--- src/rtl/uart_rx_core_if.sv ---
// Parallel/serial signal bundle between the UART receive core and its line/consumer side.
// The slave modport is the receiver; the master modport is the line driver plus word consumer.
interface uart_rx_core_if #(
  parameter int DATA_WIDTH = 8
);
  logic                  serial_in;
  logic                  parity_en;
  logic [DATA_WIDTH-1:0] rx_data;
  logic                  data_valid;
  logic                  parity_error;
  logic                  framing_error;
  logic                  busy;

  modport master (
    output serial_in,
    output parity_en,
    input  rx_data,
    input  data_valid,
    input  parity_error,
    input  framing_error,
    input  busy
  );

  modport slave (
    input  serial_in,
    input  parity_en,
    output rx_data,
    output data_valid,
    output parity_error,
    output framing_error,
    output busy
  );
endinterface

--- src/rtl/uart_rx_core.sv ---
// UART receiver: oversampled start/data/optional even parity/stop recovery,
// delivering each word with a one-cycle valid strobe and sticky error flags.
module uart_rx_core #(
  parameter int DATA_WIDTH = 8,
  parameter int OVERSAMPLE = 8
) (
  input  logic           UCLK,
  input  logic           reset,
  uart_rx_core_if.slave  rx_if
);

  typedef enum logic [2:0] {IDLE, START, DATA, PARITY, STOP} state_t;

  localparam int CNT_W = $clog2(OVERSAMPLE);
  localparam int BIT_W = $clog2(DATA_WIDTH + 1);
  localparam logic [CNT_W-1:0] MID_CNT  = CNT_W'(OVERSAMPLE / 2 - 1);
  localparam logic [CNT_W-1:0] END_CNT  = CNT_W'(OVERSAMPLE - 1);
  localparam logic [BIT_W-1:0] LAST_BIT = BIT_W'(DATA_WIDTH - 1);

  state_t                state, state_nxt;
  logic                  rx_p0, rx_p1, rx_p2;
  logic [CNT_W-1:0]      sample_cnt;
  logic [BIT_W-1:0]      bit_cnt;
  logic [DATA_WIDTH-1:0] shift_reg;
  logic                  data_xor;
  logic                  par_en_q;
  logic                  par_err_q;
  logic                  fall;
  logic                  cnt_clr, start_frame, data_go, shift_en, par_smp, stop_smp;

  // rx_p1 is the synchronised line; rx_p2 is its previous value for edge detection
  assign fall = rx_p2 & ~rx_p1;

  always_ff @(posedge UCLK or posedge reset) begin
    if (reset) begin
      state <= IDLE;
    end else begin
      state <= state_nxt;
    end
  end

  always_comb begin
    state_nxt   = state;
    cnt_clr     = 1'b0;
    start_frame = 1'b0;
    data_go     = 1'b0;
    shift_en    = 1'b0;
    par_smp     = 1'b0;
    stop_smp    = 1'b0;
    case (state)
      IDLE: begin
        cnt_clr = 1'b1;
        if (fall) begin
          state_nxt   = START;
          start_frame = 1'b1;
        end
      end
      START: begin
        // Mid-bit recheck rejects short low glitches on an idle line
        if (sample_cnt == MID_CNT) begin
          cnt_clr = 1'b1;
          if (rx_p1) begin
            state_nxt = IDLE;
          end else begin
            state_nxt = DATA;
            data_go   = 1'b1;
          end
        end
      end
      DATA: begin
        if (sample_cnt == END_CNT) begin
          cnt_clr  = 1'b1;
          shift_en = 1'b1;
          if (bit_cnt == LAST_BIT) state_nxt = par_en_q ? PARITY : STOP;
        end
      end
      PARITY: begin
        if (sample_cnt == END_CNT) begin
          cnt_clr   = 1'b1;
          par_smp   = 1'b1;
          state_nxt = STOP;
        end
      end
      STOP: begin
        if (sample_cnt == END_CNT) begin
          cnt_clr   = 1'b1;
          stop_smp  = 1'b1;
          state_nxt = IDLE;
        end
      end
      default: state_nxt = IDLE;
    endcase
  end

  // Synchroniser, counters and output registers
  always_ff @(posedge UCLK or posedge reset) begin
    if (reset) begin
      rx_p0               <= 1'b1;
      rx_p1               <= 1'b1;
      rx_p2               <= 1'b1;
      sample_cnt          <= '0;
      bit_cnt             <= '0;
      par_en_q            <= 1'b0;
      rx_if.rx_data       <= '0;
      rx_if.data_valid    <= 1'b0;
      rx_if.parity_error  <= 1'b0;
      rx_if.framing_error <= 1'b0;
    end else begin
      rx_p0            <= rx_if.serial_in;
      rx_p1            <= rx_p0;
      rx_p2            <= rx_p1;
      sample_cnt       <= cnt_clr ? '0 : sample_cnt + 1'b1;
      rx_if.data_valid <= stop_smp;
      if (start_frame) par_en_q <= rx_if.parity_en;
      if (data_go) bit_cnt <= '0;
      else if (shift_en) bit_cnt <= bit_cnt + 1'b1;
      // The word is delivered even when a flag is raised
      if (stop_smp) begin
        rx_if.rx_data       <= shift_reg;
        rx_if.framing_error <= ~rx_p1;
        rx_if.parity_error  <= par_en_q & par_err_q;
      end
    end
  end

  // Data shifter and parity accumulator carry no reset; they are qualified by the FSM
  always_ff @(posedge UCLK) begin
    if (data_go) data_xor <= 1'b0;
    else if (shift_en) data_xor <= data_xor ^ rx_p1;
    if (shift_en) shift_reg <= {rx_p1, shift_reg[DATA_WIDTH-1:1]};
    if (par_smp) par_err_q <= rx_p1 ^ data_xor;
  end

  assign rx_if.busy = (state != IDLE);

endmodule

--- src/flat_wrapper.sv ---
// flat-port wrapper written by rule: the top's interface ports become plain ports
module uart_rx_core_flat 
#(
  parameter int DATA_WIDTH = 8,
  parameter int OVERSAMPLE = 8
)
  (UCLK, reset, rx_if_serial_in, rx_if_parity_en, rx_if_rx_data, rx_if_data_valid, rx_if_parity_error, rx_if_framing_error, rx_if_busy);
  uart_rx_core_if #(.DATA_WIDTH(DATA_WIDTH)) rx_if_i ();
  input  logic UCLK;
  input  logic reset;
  input wire logic [$bits(rx_if_i.serial_in)-1:0] rx_if_serial_in;
  input wire logic [$bits(rx_if_i.parity_en)-1:0] rx_if_parity_en;
  output wire logic [$bits(rx_if_i.rx_data)-1:0] rx_if_rx_data;
  output wire logic [$bits(rx_if_i.data_valid)-1:0] rx_if_data_valid;
  output wire logic [$bits(rx_if_i.parity_error)-1:0] rx_if_parity_error;
  output wire logic [$bits(rx_if_i.framing_error)-1:0] rx_if_framing_error;
  output wire logic [$bits(rx_if_i.busy)-1:0] rx_if_busy;
  assign rx_if_i.serial_in = rx_if_serial_in;
  assign rx_if_i.parity_en = rx_if_parity_en;
  assign rx_if_rx_data = rx_if_i.rx_data;
  assign rx_if_data_valid = rx_if_i.data_valid;
  assign rx_if_parity_error = rx_if_i.parity_error;
  assign rx_if_framing_error = rx_if_i.framing_error;
  assign rx_if_busy = rx_if_i.busy;
  uart_rx_core #(.DATA_WIDTH(DATA_WIDTH), .OVERSAMPLE(OVERSAMPLE)) u_core (.UCLK(UCLK), .reset(reset), .rx_if(rx_if_i));
endmodule
--- config.mk ---
export PLATFORM = sky130hd
export DESIGN_NAME = uart_rx_core_flat
export DESIGN_NICKNAME = d
export VERILOG_FILES = /design/src/rtl/uart_rx_core_if.sv /design/src/rtl/uart_rx_core.sv /design/src/flat_wrapper.sv
export SDC_FILE = /design/constraint.sdc
export NUM_CORES = 1
export LEC_CHECK = 0
export BUFFER_PORTS_ARGS = -buffer_cell sky130_fd_sc_hd__buf_2
export CORE_MARGIN = 2
export CORE_UTILIZATION = 51
export CTS_CLUSTER_DIAMETER = 120
export CTS_CLUSTER_SIZE = 24
export DETAILED_ROUTE_END_ITERATION = 10
export HOLD_SLACK_MARGIN = 0.1
export PLACE_DENSITY_LB_ADDON = 0.12
export SLEW_MARGIN = 20
export SYNTH_ARGS = -nofsm -noshare
export SYNTH_HDL_FRONTEND = slang
export SYNTH_SLANG_ARGS = --single-unit
--- constraint.sdc ---
create_clock -name UCLK -period 1.85 [get_ports UCLK]
set_clock_uncertainty 0.2 [all_clocks]
set_input_delay 0.185 -clock UCLK [delete_from_list [all_inputs] [get_ports UCLK]]
set_output_delay 0.185 -clock UCLK [all_outputs]
set_load 0.03 [all_outputs]
* Word-level counts from Yosys, hierarchy flattened
Index checks and enable logic that the tools add are counted.
** Word-level totals
- Latch bits :: 0
- Logic and storage cells :: 61
- Input port bits :: 4
- Register bits :: 35
- Memories kept :: 0
- Bits in read-only memories :: 0
- Memory bits (writable) :: 0
** Operators by class
- Div/mod/pow operators :: 0
- Eq/ne operators :: 13
- Shift-type cells :: 0
- Add/subtract/negate cells :: 2
- Bitwise logic cells :: 4
- $mul :: 0
- Reduce and logical (&&, ||, !) cells :: 5
- Order comparisons :: 0
- Mux-type cells :: 23
** Operators with widths (number)
- 2-to-1 mux 3 bit :: 8
- one-hot mux 3 bit (5 select lines) :: 1
- != test 2 x 1 -> 1 bit, second input constant :: 6
- 2-to-1 mux 1 bit :: 10
- equality test 3 x 2 -> 1 bit, second input constant :: 3
- 2-to-1 mux 4 bit :: 2
- equality test 3 bit, second input constant :: 2
- AND reduction 6 bit :: 1
- adder 4 x 1 -> 4 bit, second input constant :: 1
- equality test 4 x 3 -> 1 bit, second input constant :: 1
- adder 3 x 1 -> 3 bit, second input constant :: 1
- equality test 3 x 1 -> 1 bit, second input constant :: 1
- zero test 3 bit :: 1
- one-hot mux 1 bit (3 select lines) :: 1
- nonzero test 3 bit :: 1
- OR reduction 3 bit :: 1
- AND 1 bit :: 2
- 2-to-1 mux 2 bit :: 1
- nonzero test 2 bit :: 1
- NOT 1 bit :: 1
- bitwise XOR 1 bit :: 1

* Longest topological paths before layout
- Depth after elaboration :: 5
- Depth in mapped cells :: 7

* Worst setup path before layout
OpenSTA, ideal clock, no wires.
- Kind :: register to register
- Start :: reg u_core.sample_cnt[0]
- End :: reg u_core.state[2]
- Data required time :: 1530 ps
- Slack :: -37 ps
- Stages on the path, launching flop included :: 7
- Period minus slack after synthesis :: 1887 ps
- Arrival time :: 1567 ps
- Setup time :: 120 ps
- Cells stage by stage :: dfrtp_1 > ha_1 > ha_1 > a211oi_1 > a32o_1 > nor3b_1 > a31o_2
** Between the ends
- Cells in the longest elaborated chain, start to end :: 3
- Elaborated cells on any way between the ends :: 7
- Classes of those cells :: eq/ne (6); reduce/logical (1)
** RTL lines
- from (decl) :: RTL line uart_rx_core.sv:22 : logic [CNT_W-1:0] sample_cnt;
- from (signal assigned) :: RTL line uart_rx_core.sv:112 : sample_cnt <= cnt_clr ? '0 : sample_cnt + 1'b1;
- equality test 3 bit / equality test 3 x 2 -> 1 bit (equally long branches)
- != test 2 x 1 -> 1 bit (no source line)
- AND reduction 6 bit (no source line) (*)
- to (signal assigned) :: RTL line uart_rx_core.sv:38 : state <= state_nxt;
- to (decl) :: RTL line uart_rx_core.sv:20 : state_t state, state_nxt;
Mark *: on every way between the ends. The rest lies on a longest branch, timed or not.
A chain may end at the register's enable or synchronous reset.

* Worst setup path after layout
- Start :: reg u_core.state[1]
- End :: reg u_core.rx_if.rx_data[4]
** Between the ends
- Cells in the longest elaborated chain, start to end :: 2
** RTL lines
- equality test 3 bit :: RTL line uart_rx_core.sv:50 : case (state)
- 2-to-1 mux 1 bit :: RTL line uart_rx_core.sv:50
- to (signal assigned) :: RTL line uart_rx_core.sv:119 : rx_if.rx_data <= shift_reg;
- to (decl) :: RTL line uart_rx_core_if.sv:27 : output rx_data,
No other way between the ends.

==> run_summary.xml <==
<?xml version="1.0" encoding="UTF-8"?>
<metrics>
  <group name="run_status">
    <metric name="status" unit="">finished, final reports clean</metric>
  </group>
  <group name="die">
    <metric name="initial_utilization" unit="">0.5309</metric>
    <metric name="design.die.area" unit="mm²">0.003288</metric>
    <metric name="die_height" unit="µm">57.35</metric>
    <metric name="ios" unit="">16</metric>
    <metric name="rows" unit="">19</metric>
    <metric name="die-width" unit="µm">57.35</metric>
    <metric name="placeableCoreArea" unit="mm²">0.002734</metric>
  </group>
  <group name="clocking">
    <metric name="cts_buffer_depth" unit="">2</metric>
    <metric name="clk_pin_slew_worst_paths" unit="ns">0.10</metric>
    <metric name="clock_tree.htree_level_count" unit="">2</metric>
    <metric name="cts_tree" unit="">done</metric>
    <metric name="cts-buffers-inserted" unit="">5</metric>
    <metric name="worst_skew_pair.late_latency" unit="ns">0.33</metric>
    <metric name="cts_root_buffer" unit="">sky130_fd_sc_hd__clkbuf_4</metric>
    <metric name="cts.sinks" unit="">35</metric>
  </group>
  <group name="finish">
    <metric name="insertedDiodeCount" unit="">0</metric>
    <metric name="layout.core_utilization" unit="">0.6581</metric>
    <metric name="mostFrequentLayoutCells" unit="">22 x sky130_fd_sc_hd__dfrtp_1, 14 x sky130_fd_sc_hd__buf_2, 13 x sky130_fd_sc_hd__nor2_1, 13 x sky130_fd_sc_hd__buf_4</metric>
    <metric name="flow.area_growth_from_synthesis" unit="%">23.97</metric>
    <metric name="sequential_cell_area" unit="µm²">919.6</metric>
    <metric name="design.final.nets" unit="">154</metric>
    <metric name="layout-drive-gt1-share" unit="">0.3946</metric>
    <metric name="layout.filler_cells" unit="">214</metric>
    <metric name="mostFrequentLayoutCell" unit="">sky130_fd_sc_hd__dfrtp_1</metric>
    <metric name="multi_input_comb_area" unit="µm²">516.7</metric>
  </group>
  <group name="synth">
    <metric name="yosys.area.top_type_share" unit="">0.3793</metric>
    <metric name="yosysSeqAreaShare" unit="">0.6336</metric>
    <metric name="postSynthRegisterBits" unit="">35</metric>
    <metric name="synth.top_cells.by_area" unit="">sky130_fd_sc_hd__dfrtp_1 38%, sky130_fd_sc_hd__edfxtp_1 19%, sky130_fd_sc_hd__mux2_2 7.0%, sky130_fd_sc_hd__dfstp_2 5.4%, sky130_fd_sc_hd__ha_1 3.4%</metric>
    <metric name="synthesis.yosys.warnings" unit="">0</metric>
    <metric name="netlist_instances" unit="">111</metric>
    <metric name="synth.cell_area" unit="mm²">0.001451</metric>
    <metric name="synth_area_per_cell" unit="µm²">13.08</metric>
    <metric name="netlist-cell-type-count" unit="">34</metric>
    <metric name="synth_top_cell_by_area" unit="">sky130_fd_sc_hd__dfrtp_1</metric>
    <metric name="synth_nets" unit="">119</metric>
  </group>
  <group name="route">
    <metric name="postRouteWirelength" unit="µm">2433</metric>
    <metric name="dr_iter_0_viols" unit="">17</metric>
    <metric name="drt-wirelength-per-cell" unit="µm">13.67</metric>
    <metric name="route.antenna.remaining_nets" unit="">0</metric>
    <metric name="routed_via_density" unit="">5.219</metric>
    <metric name="firstDrtPassIters" unit="">3</metric>
    <metric name="routed-via-count" unit="">929</metric>
    <metric name="drcViolationCount" unit="">0</metric>
  </group>
  <group name="sta">
    <metric name="slew_headroom" unit="">0.7883</metric>
    <metric name="shortest_period_the_worst_path_allows" unit="ns">1.811</metric>
    <metric name="timing.setup.tns" unit="ns">0</metric>
    <metric name="achievable-frequency" unit="MHz">552.3</metric>
    <metric name="timing_max_transition_violations_final" unit="">0</metric>
    <metric name="timing.final.hold_violations" unit="">0</metric>
    <metric name="unrepaired_setup_endpoints_after_global_routing" unit="">yes</metric>
    <metric name="hold_ws" unit="ns">0.1604</metric>
    <metric name="worstMarginPinSlew" unit="ns">0.3176</metric>
    <metric name="setup_viol" unit="">0</metric>
    <metric name="final.period_utilization" unit="">0.9787</metric>
  </group>
  <group name="setup_path">
    <metric name="r2r-end" unit="">u_core.rx_if.rx_data[4]</metric>
    <metric name="crit_start" unit="">u_core.state[1]</metric>
    <metric name="ff2ff_setup_slack" unit="ns">0.04</metric>
    <metric name="worstPathCellList" unit="">buf_4, nor2_1, and3_1, buf_12, mux2_2</metric>
    <metric name="worst-path-stages" unit="">5</metric>
    <metric name="worst_path_dominant_cell_family" unit="">simple AND/OR/NAND/NOR gates</metric>
    <metric name="worstPathArrival" unit="ns">1.82</metric>
    <metric name="cp-start-kind" unit="">flip-flop</metric>
    <metric name="setup.worst_path.end_class" unit="">flip-flop</metric>
    <metric name="critPathMaxStageDelay" unit="ns">0.41</metric>
    <metric name="path_buf_inv" unit="">2</metric>
    <metric name="critPathSlowestCell" unit="">sky130_fd_sc_hd__dfrtp_1</metric>
    <metric name="critical_path_class" unit="">reg2reg</metric>
    <metric name="timing.reg2reg.worst_path_depth" unit="">5</metric>
    <metric name="wp_data_required" unit="ns">1.86</metric>
    <metric name="critical_path_peak_fanout" unit="">13</metric>
    <metric name="crit-reg2reg-launch" unit="">u_core.state[1]</metric>
  </group>
  <group name="grt">
    <metric name="grt_pass1_wl" unit="µm">4278</metric>
    <metric name="track_usage" unit="">0.1751</metric>
    <metric name="overflow" unit="">0</metric>
    <metric name="grt_start_max_net_pins" unit="">26</metric>
    <metric name="via_count_of_the_first_global_routing_pass" unit="">974</metric>
    <metric name="antenna_violations_before_repair" unit="">0</metric>
  </group>
  <group name="hold_path">
    <metric name="hold_path_depth" unit="">0</metric>
    <metric name="timing.hold.worst.start" unit="">u_core.rx_p0</metric>
    <metric name="hold-path-endpoint" unit="">u_core.rx_p1</metric>
    <metric name="worst_hold_path_type" unit="">reg2reg</metric>
  </group>
  <group name="placed_design">
    <metric name="place.gp.congestion" unit="">0.7863</metric>
    <metric name="post-dp-hpwl" unit="µm">1653</metric>
    <metric name="io_buffer_count" unit="">15</metric>
  </group>
  <group name="power_and_ir_drop">
    <metric name="power_density" unit="mW/mm²">1241</metric>
    <metric name="power_leakage" unit="nW">0.8517</metric>
    <metric name="maximum_resistive_drop_on_vdd" unit="mV">1.031</metric>
  </group>
  <group name="flow_run">
    <metric name="max_cap_violations" unit="">0</metric>
  </group>
</metrics>
-- synthesized netlist by cell type (all sizes together) --
library cell	instances
xnor2	1
or3	1
mux2i	1
clkbuf	1
nand4	1
ha	4
o31a	1
nor3	1
nand4b	1
o41ai	1
nand2	3
buf	5
dfrtp	22
and4b	2
or3b	1
dfstp	3
a22oi	1
edfxtp	9
dfxtp	1
a211oi	1
nor2	13
o22a	1
a32o	1
inv	6
a21oi	3
nor2b	3
and3	1
and4bb	1
nand3	2
mux2	9
a31o	1
o21ai	3
xor2	4
nor3b	2
-- how the worst max path moves through the flow --
stage | end | slack (ns)
after floorplan | u_core.state[2] | -0.003
after global placement | u_core.state[2] | -0.02
after detailed placement | u_core.state[2] | -0.11
after CTS | rx_if_busy | 0.008
after global routing | u_core.state[1] | -0.02
final | u_core.rx_if.rx_data[4] | 0.04
-- metal layers --
metal	up-vias	share of wire	track usage
met5	-	0	0
met2	15	0.48	0.2695
li1	459	-	-
met4	0	0.016	0.07973
met1	450	0.47	0.2316
met3	5	0.030	0.04989
-- what timing repair did --
action                     in CTS  in global routing
hold endpoints to repair       27                  0
pin swaps                       2                  5
hold buffers                    3                  0
setup endpoints to repair      14                  5
gates resized for setup         8                  4
buffers inserted                2                  3
-- cell families after synthesis --
group / after synthesis / synth area share
compound gates: 13 / 0.06725
flops: 35 / 0.6336
simple gates: 32 / 0.1224
mux: 10 / 0.07673
xor+xnor: 5 / 0.03017
fa+ha+maj: 4 / 0.03448
buf+inv: 12 / 0.03534
-- through the flow --
step / std cells / setup slack, ns / area (µm²) / total power, mW
floorplan: 111 / -0.002542 / 1453 / 1.479
CTS: 176 / 0.007849 / 1768 / 2.173
global placement: 163 / -0.02488 / 1640 / 1.685
global route: 178 / -0.02083 / 1799 / 2.377
detailed placement: 163 / -0.1142 / 1640 / 1.705
finish: 178 / 0.03937 / 1799 / 2.232
-- area by class of cell --
cell class                 instances  share of cell area
sequential                        35              0.5111
multi-input combinational         64              0.2872
clock buffer                       7             0.02503
clock inverter                     1            0.002782
tap                               31             0.02156
inverter                           6             0.01252
timing repair buffer              34              0.1398
-- report_power, final --
group	switching [mW]	internal [mW]
clock network	0.232	0.148
registers	0.0758	0.907
logic	0.423	0.447
No activity file was read; power rests on OpenSTA's default activity.
